--- src/rtl/tff_updown_counter.sv ---
// tff_updown_counter: prescaled up/down counter built from a bank of toggle flip-flops.
// Define TFF_CNT_SATURATE_EN to saturate instead of wrapping at the count limits.
module tff_updown_counter #(
    parameter int WIDTH    = 8,
    parameter int PRESCALE = 1,
    parameter int PS_W     = 8
) (
    input  logic             clk,
    input  logic             reset,
    input  logic             en,
    input  logic [1:0]       op,
    input  logic             up_dn,
    input  logic [WIDTH-1:0] load_val,
    output logic [WIDTH-1:0] q,
    output logic [WIDTH-1:0] q_bar,
    output logic             tc,
    output logic             wrap
);
    logic [WIDTH-1:0] t;
    logic [WIDTH-1:0] q_step;
    logic [WIDTH-1:0] q_next;
    logic [PS_W-1:0]  ps;
    logic [PS_W-1:0]  ps_next;
    logic             ps_last;
    logic             wrap_next;

    assign q_bar   = ~q;
    assign tc      = up_dn ? &q : ~|q;
    assign ps_last = ps == PS_W'(PRESCALE - 1);

    // Toggle enables form a ripple carry (up) or borrow (down) chain.
    always_comb begin
        t[0] = 1'b1;
        for (int i = 1; i < WIDTH; i++)
            t[i] = t[i-1] & (up_dn ? q[i-1] : ~q[i-1]);
    end

`ifdef TFF_CNT_SATURATE_EN
    assign q_step = tc ? q : q ^ t;
`else
    assign q_step = q ^ t;
`endif

    always_comb begin
        q_next    = q;
        ps_next   = ps;
        wrap_next = 1'b0;
        if (op == 2'b01 || op == 2'b10) begin
            q_next  = op[1] ? load_val : '0;
            ps_next = '0;
        end else if (op == 2'b11) begin
            q_next    = ps_last ? q_step : q;
            ps_next   = ps_last ? '0 : ps + 1'b1;
            wrap_next = ps_last & tc;
        end
    end

    always_ff @(posedge clk) begin
        if (!reset) begin
            q    <= '0;
            ps   <= '0;
            wrap <= 1'b0;
        end else if (en) begin
            q    <= q_next;
            ps   <= ps_next;
            wrap <= wrap_next;
        end
    end
endmodule

--- config.mk ---
export PLATFORM = sky130hd
export DESIGN_NAME = tff_updown_counter
export DESIGN_NICKNAME = d
export VERILOG_FILES = /design/src/rtl/tff_updown_counter.sv
export SDC_FILE = /design/constraint.sdc
export NUM_CORES = 1
export LEC_CHECK = 0
export CAP_MARGIN = 20
export CORE_ASPECT_RATIO = 1.25
export CORE_MARGIN = 5
export CORE_UTILIZATION = 50
export CTS_CLUSTER_DIAMETER = 60
export DETAILED_ROUTE_END_ITERATION = 7
export PLACE_DENSITY_LB_ADDON = 0.25
export SLEW_MARGIN = 15
export SYNTH_ARGS = -nofsm -noshare
export SYNTH_HDL_FRONTEND = slang
export SYNTH_SLANG_ARGS = --single-unit
--- constraint.sdc ---
create_clock -name clk -period 4 [get_ports clk]
set_clock_uncertainty 0.15 [all_clocks]
set_input_delay 0.6 -clock clk [delete_from_list [all_inputs] [get_ports clk]]
set_output_delay 0.6 -clock clk [all_outputs]
set_load 0.005 [all_outputs]
Word level (Yosys, flattened, before mapping)
Index checks and enable logic that the tools add are counted.
Word-level totals
  memories: 0
  bits in read-only memories: 0
  input bits: 14
  register bits: 17
  bits in writable memories: 0
  output and inout bits: 18
  word-level logic and storage cells: 49
  latch bits: 0
Operators by class
  reduce and logical (&&, ||, !) cells: 9
  bitwise operators: 16
  multiplexer cells: 17
  div/mod/pow operators: 0
  shift-type cells: 0
  $lt $le $gt $ge: 0
  equal/unequal tests: 3
  multiply operators: 0
  add/sub/neg operators: 1
Operator list (count)
  8-bit 2-to-1 mux: 7
  1-bit 2-to-1 mux: 10
  8-bit by 1-bit adder with 8-bit output, second input constant: 1
  8-bit logical NOT: 1
  8-bit inverter: 1
  8-bit AND reduction: 1
  8-bit OR reduction: 1
  8-bit bitwise XOR: 1
  1-bit AND: 7
  1-bit inverter: 7
  2-bit equality test, second input constant: 2
  2-bit nonzero test: 2
  3-bit AND reduction: 1
  2-bit by 1-bit equality test with 1-bit output, second input constant: 1
  2-bit AND reduction: 1
  1-bit logical NOT: 1
  1-bit logical OR: 1

Longest topological paths before layout
  depth after elaboration: 12
  gate-level depth with buffers: 9
  mapped depth without buffers: 7

Worst setup path after synthesis
No wires, ideal clock.
  path type: input to output
  from: input port up_dn
  to: output port tc
  arrival: 1351 ps
  required time: 3250 ps
  path slack: 1899 ps
  stages on the path: 3
  path buffers: 1
  path through: clkbuf_1 -> nand4_1 -> o31ai_1
Between the ends
  cells in the longest elaborated chain, start to end: 1
RTL lines
  from (decl): line 12  | input logic up_dn,
  1-bit 2-to-1 mux: line 28  | assign tc = up_dn ? &q : ~|q;
  to (decl): line 16  | output logic tc,
No other way between the ends.

Worst setup path in the final report
Ends and elaborated chain as after synthesis.

==> results by group <==
Run status
  • Status: completed

Logic synthesis
  • Mapped Nets: 159
  • Synth Flop Type: dfxtp_1
  • Area fraction of the dominant cell type after synthesis: 31.26%
  • Post-Syn Area per Cell: 7.720 µm²
  • Cell taking the most area after synthesis: dfxtp_1
  • Unique masters post-synth: 36
  • Sequential fraction of the synthesis area: 31.26%
  • Yosys reg bits: 17
  • Post-synthesis async set-or-reset flop share: 0%
  • Post-synth EDFFs: 0
  • Synth area leaders: dfxtp_1 (31%), xor2_1 (6.4%), nor2_1 (6.2%)
  • Post-Synthesis Cell Area: 1089 µm²
  • Synth warn: 0
  • Syn Inst Count: 141

Cells and area
  • P&R area growth vs syn: 30.00%
  • Area of the multi-input gates: 663.1 µm²
  • N_diodes: 0
  • Fill cell count: 191
  • Final #Nets: 187
  • Layout cell share with drive strength beyond 1: 4.167%
  • FF+latch area: 340.3 µm²
  • Final core occ: 66.14%

Worst setup path
  • Crit Path Category: input pin to primary output
  • WP data arrival: 2.38 ns
  • CP Launch Type: input pin
  • Crit. End Element: primary output
  • Worst setup path start: up_dn
  • Largest fanout on the critical path: 9
  • Crit path required time: 3.25 ns
  • FF-to-FF Start: ps[0]

Pwr
  • Power density over the cells: 286.2 nW/µm²
  • Total Power: 0.0004051 W
  • Worst IR Drop VDD: 0.1891 mV
  • P_leak: 0.5374 nW

Route
  • Total vias in the final route: 1058
  • WL final: 2.534 mm
  • DR DRC count: 0
  • Antenna-violating nets left: 0
  • Via/cell ratio: 5.598
  • Starting DRT DRC Count: 21
  • Drt wl/cell: 13.41 µm
  • DRT Pass-1 Iters: 5

STA
  • Final max-slew violation count: 0
  • Final hold vios: 0
  • TNS Setup: 0 ns
  • RSZ-0062 raised after global routing: false
  • Crit path time final: 3.131 ns
  • Max Clk Rate: 0.3193 GHz
  • Final setup fails: 0
  • Tcrit/Tclk final: 78.29%
  • PnR worst setup slack: 0.8685 ns
  • Slew headroom: 52.16%
  • Worst Tran Pin Value: 0.7162 ns

Clocking
  • Root buf cell: clkbuf_4
  • Cts hold-fix bufs: 0
  • TritonCTS Buffers: 3
  • Htree depth: 1
  • Post-CTS setup buffers: 0
  • CTS clk-pin slew, worst paths: 0.09 ns
  • Clk_lat worst skew: 0.29 ns
  • CTS tree: built
  • Post_cts resized: 0
  • Clock Path Buffers: 2
  • TritonCTS sink count: 17

Floorplan
  • Core area: 2140 µm²
  • Die X: 51.74 µm
  • Die area: 3216 µm²
  • Row cnt: 19
  • Initial Utilization: 50.88%
  • Ports: 32
  • Die H: 62.17 µm

Placement
  • Pre-CTS setup slack: 0.8536 ns
  • Post-DP HPWL: 1.979 mm
  • Routability congestion estimate: 0.8653
  • # port buffers: 31

Global routing
  • Vias in the first global route: 986
  • Initial antenna violation count: 0
  • Largest net degree at the start of global routing: 20
  • Total congestion overflow: 0
  • Overall routing resource usage: 16.66%
  • First-pass GRT wire length: 4.215 mm

Min path
  • Hold path start: wrap
  • Worst Hold Class: flip-flop to flip-flop

Flow run
  • Max cap viols: 0
[through the flow]
step	instance area, µm²	cells	hold WS, ns
final	1415	189	0.3263
after detailed placement	1389	185	0.3148
after CTS	1415	189	0.3308
after floorplan	1089	141	0.3114
after global placement	1389	185	0.3120
after global routing	1415	189	0.3569
[power breakdown]
group / internal, W / leakage [nW] / switching [W]
clock: 0.0000387 / 0.0150 / 0.0000543
combinational: 0.0000664 / 0.384 / 0.0000553
sequential: 0.000177 / 0.138 / 0.0000134
[per-layer routing]
| layer | up-vias | wire [µm] | part of all wire (%) | global-route usage (%) |
|---|---|---|---|---|
| met4 | 0 | 23 | 0.91 | 6.557 |
| met1 | 496 | 1041 | 41 | 17.85 |
| met2 | 24 | 1374 | 54 | 30.41 |
| li1 | 534 | - | - | - |
| met3 | 4 | 93 | 3.7 | 3.589 |
| met5 | - | 0 | 0 | 0 |
[sequential cells by signal (all words and copies together), names as in the netlist]
| register | flops |
|---|---|
| ps | 8 |
| q | 8 |
| wrap | 1 |
[worst paths after layout]
path,end,slack [ns],cells past startpoint
worst max-delay path,tc,0.87,4
worst max register to register,q[2],1.82,7
worst min register to register,wrap,0.33,2
worst min-delay path,wrap,0.33,2
[Yosys cell counts, types with 4 or more instances]
library cell,n
nor2_1,18
dfxtp_1,17
inv_1,13
nand2_1,12
xor2_1,8
a21oi_1,7
nand3_1,7
clkbuf_1,5
nand4_1,5
ha_1,4
o31ai_1,4
[layout make-up]
| type | count | area share (%) |
|---|---|---|
| repair buffers | 31 | 21.93 |
| inverters | 13 | 3.448 |
| well taps | 21 | 1.857 |
| clock buffers | 4 | 1.857 |
| flip-flops and latches | 17 | 24.05 |
| multi-input cells | 103 | 46.86 |
[worst max-delay path, stage by stage]
cell and delay [ns]:
clkdlybuf4s50_1 0.66, nand4_1 0.16, o31ai_1 0.38, clkdlybuf4s50_1 0.57
[logic make-up (layout without fill, tap and decap cells)]
group | Yosys count | after routing | synth area share [%]
AND/OR/NAND/NOR | 60 | 60 | 29.54
XOR/XNOR | 11 | 11 | 8.851
flip-flops | 17 | 17 | 31.26
multiplexers | 3 | 3 | 2.759
adder cells (fa/ha/maj) | 4 | 4 | 4.598
AO/OA/AOI/OAI | 25 | 25 | 15.17
buffers and inverters | 21 | 48 | 7.816
[placed cells by master, fill, tap and decap left out, drive strengths merged]
cell / count
and2: 1
nor3: 3
a21o: 1
dfxtp: 17
a22oi: 1
o21ai: 4
nor2b: 3
xnor2: 3
nor2: 18
nand3: 7
o21a: 2
nor4: 2
a221oi: 1
a211oi: 1
mux2i: 3
inv: 13
or3: 2
clkdlybuf4s50: 31
a21oi: 7
clkbuf: 4
and3: 2
o22ai: 1
a2bb2oi: 2
and4: 2
nand2: 12
nand4: 5
xor2: 8
ha: 4
o31ai: 4
or4b: 1
nand2b: 2
a31oi: 1
Power figures use the tool's default switching activity.
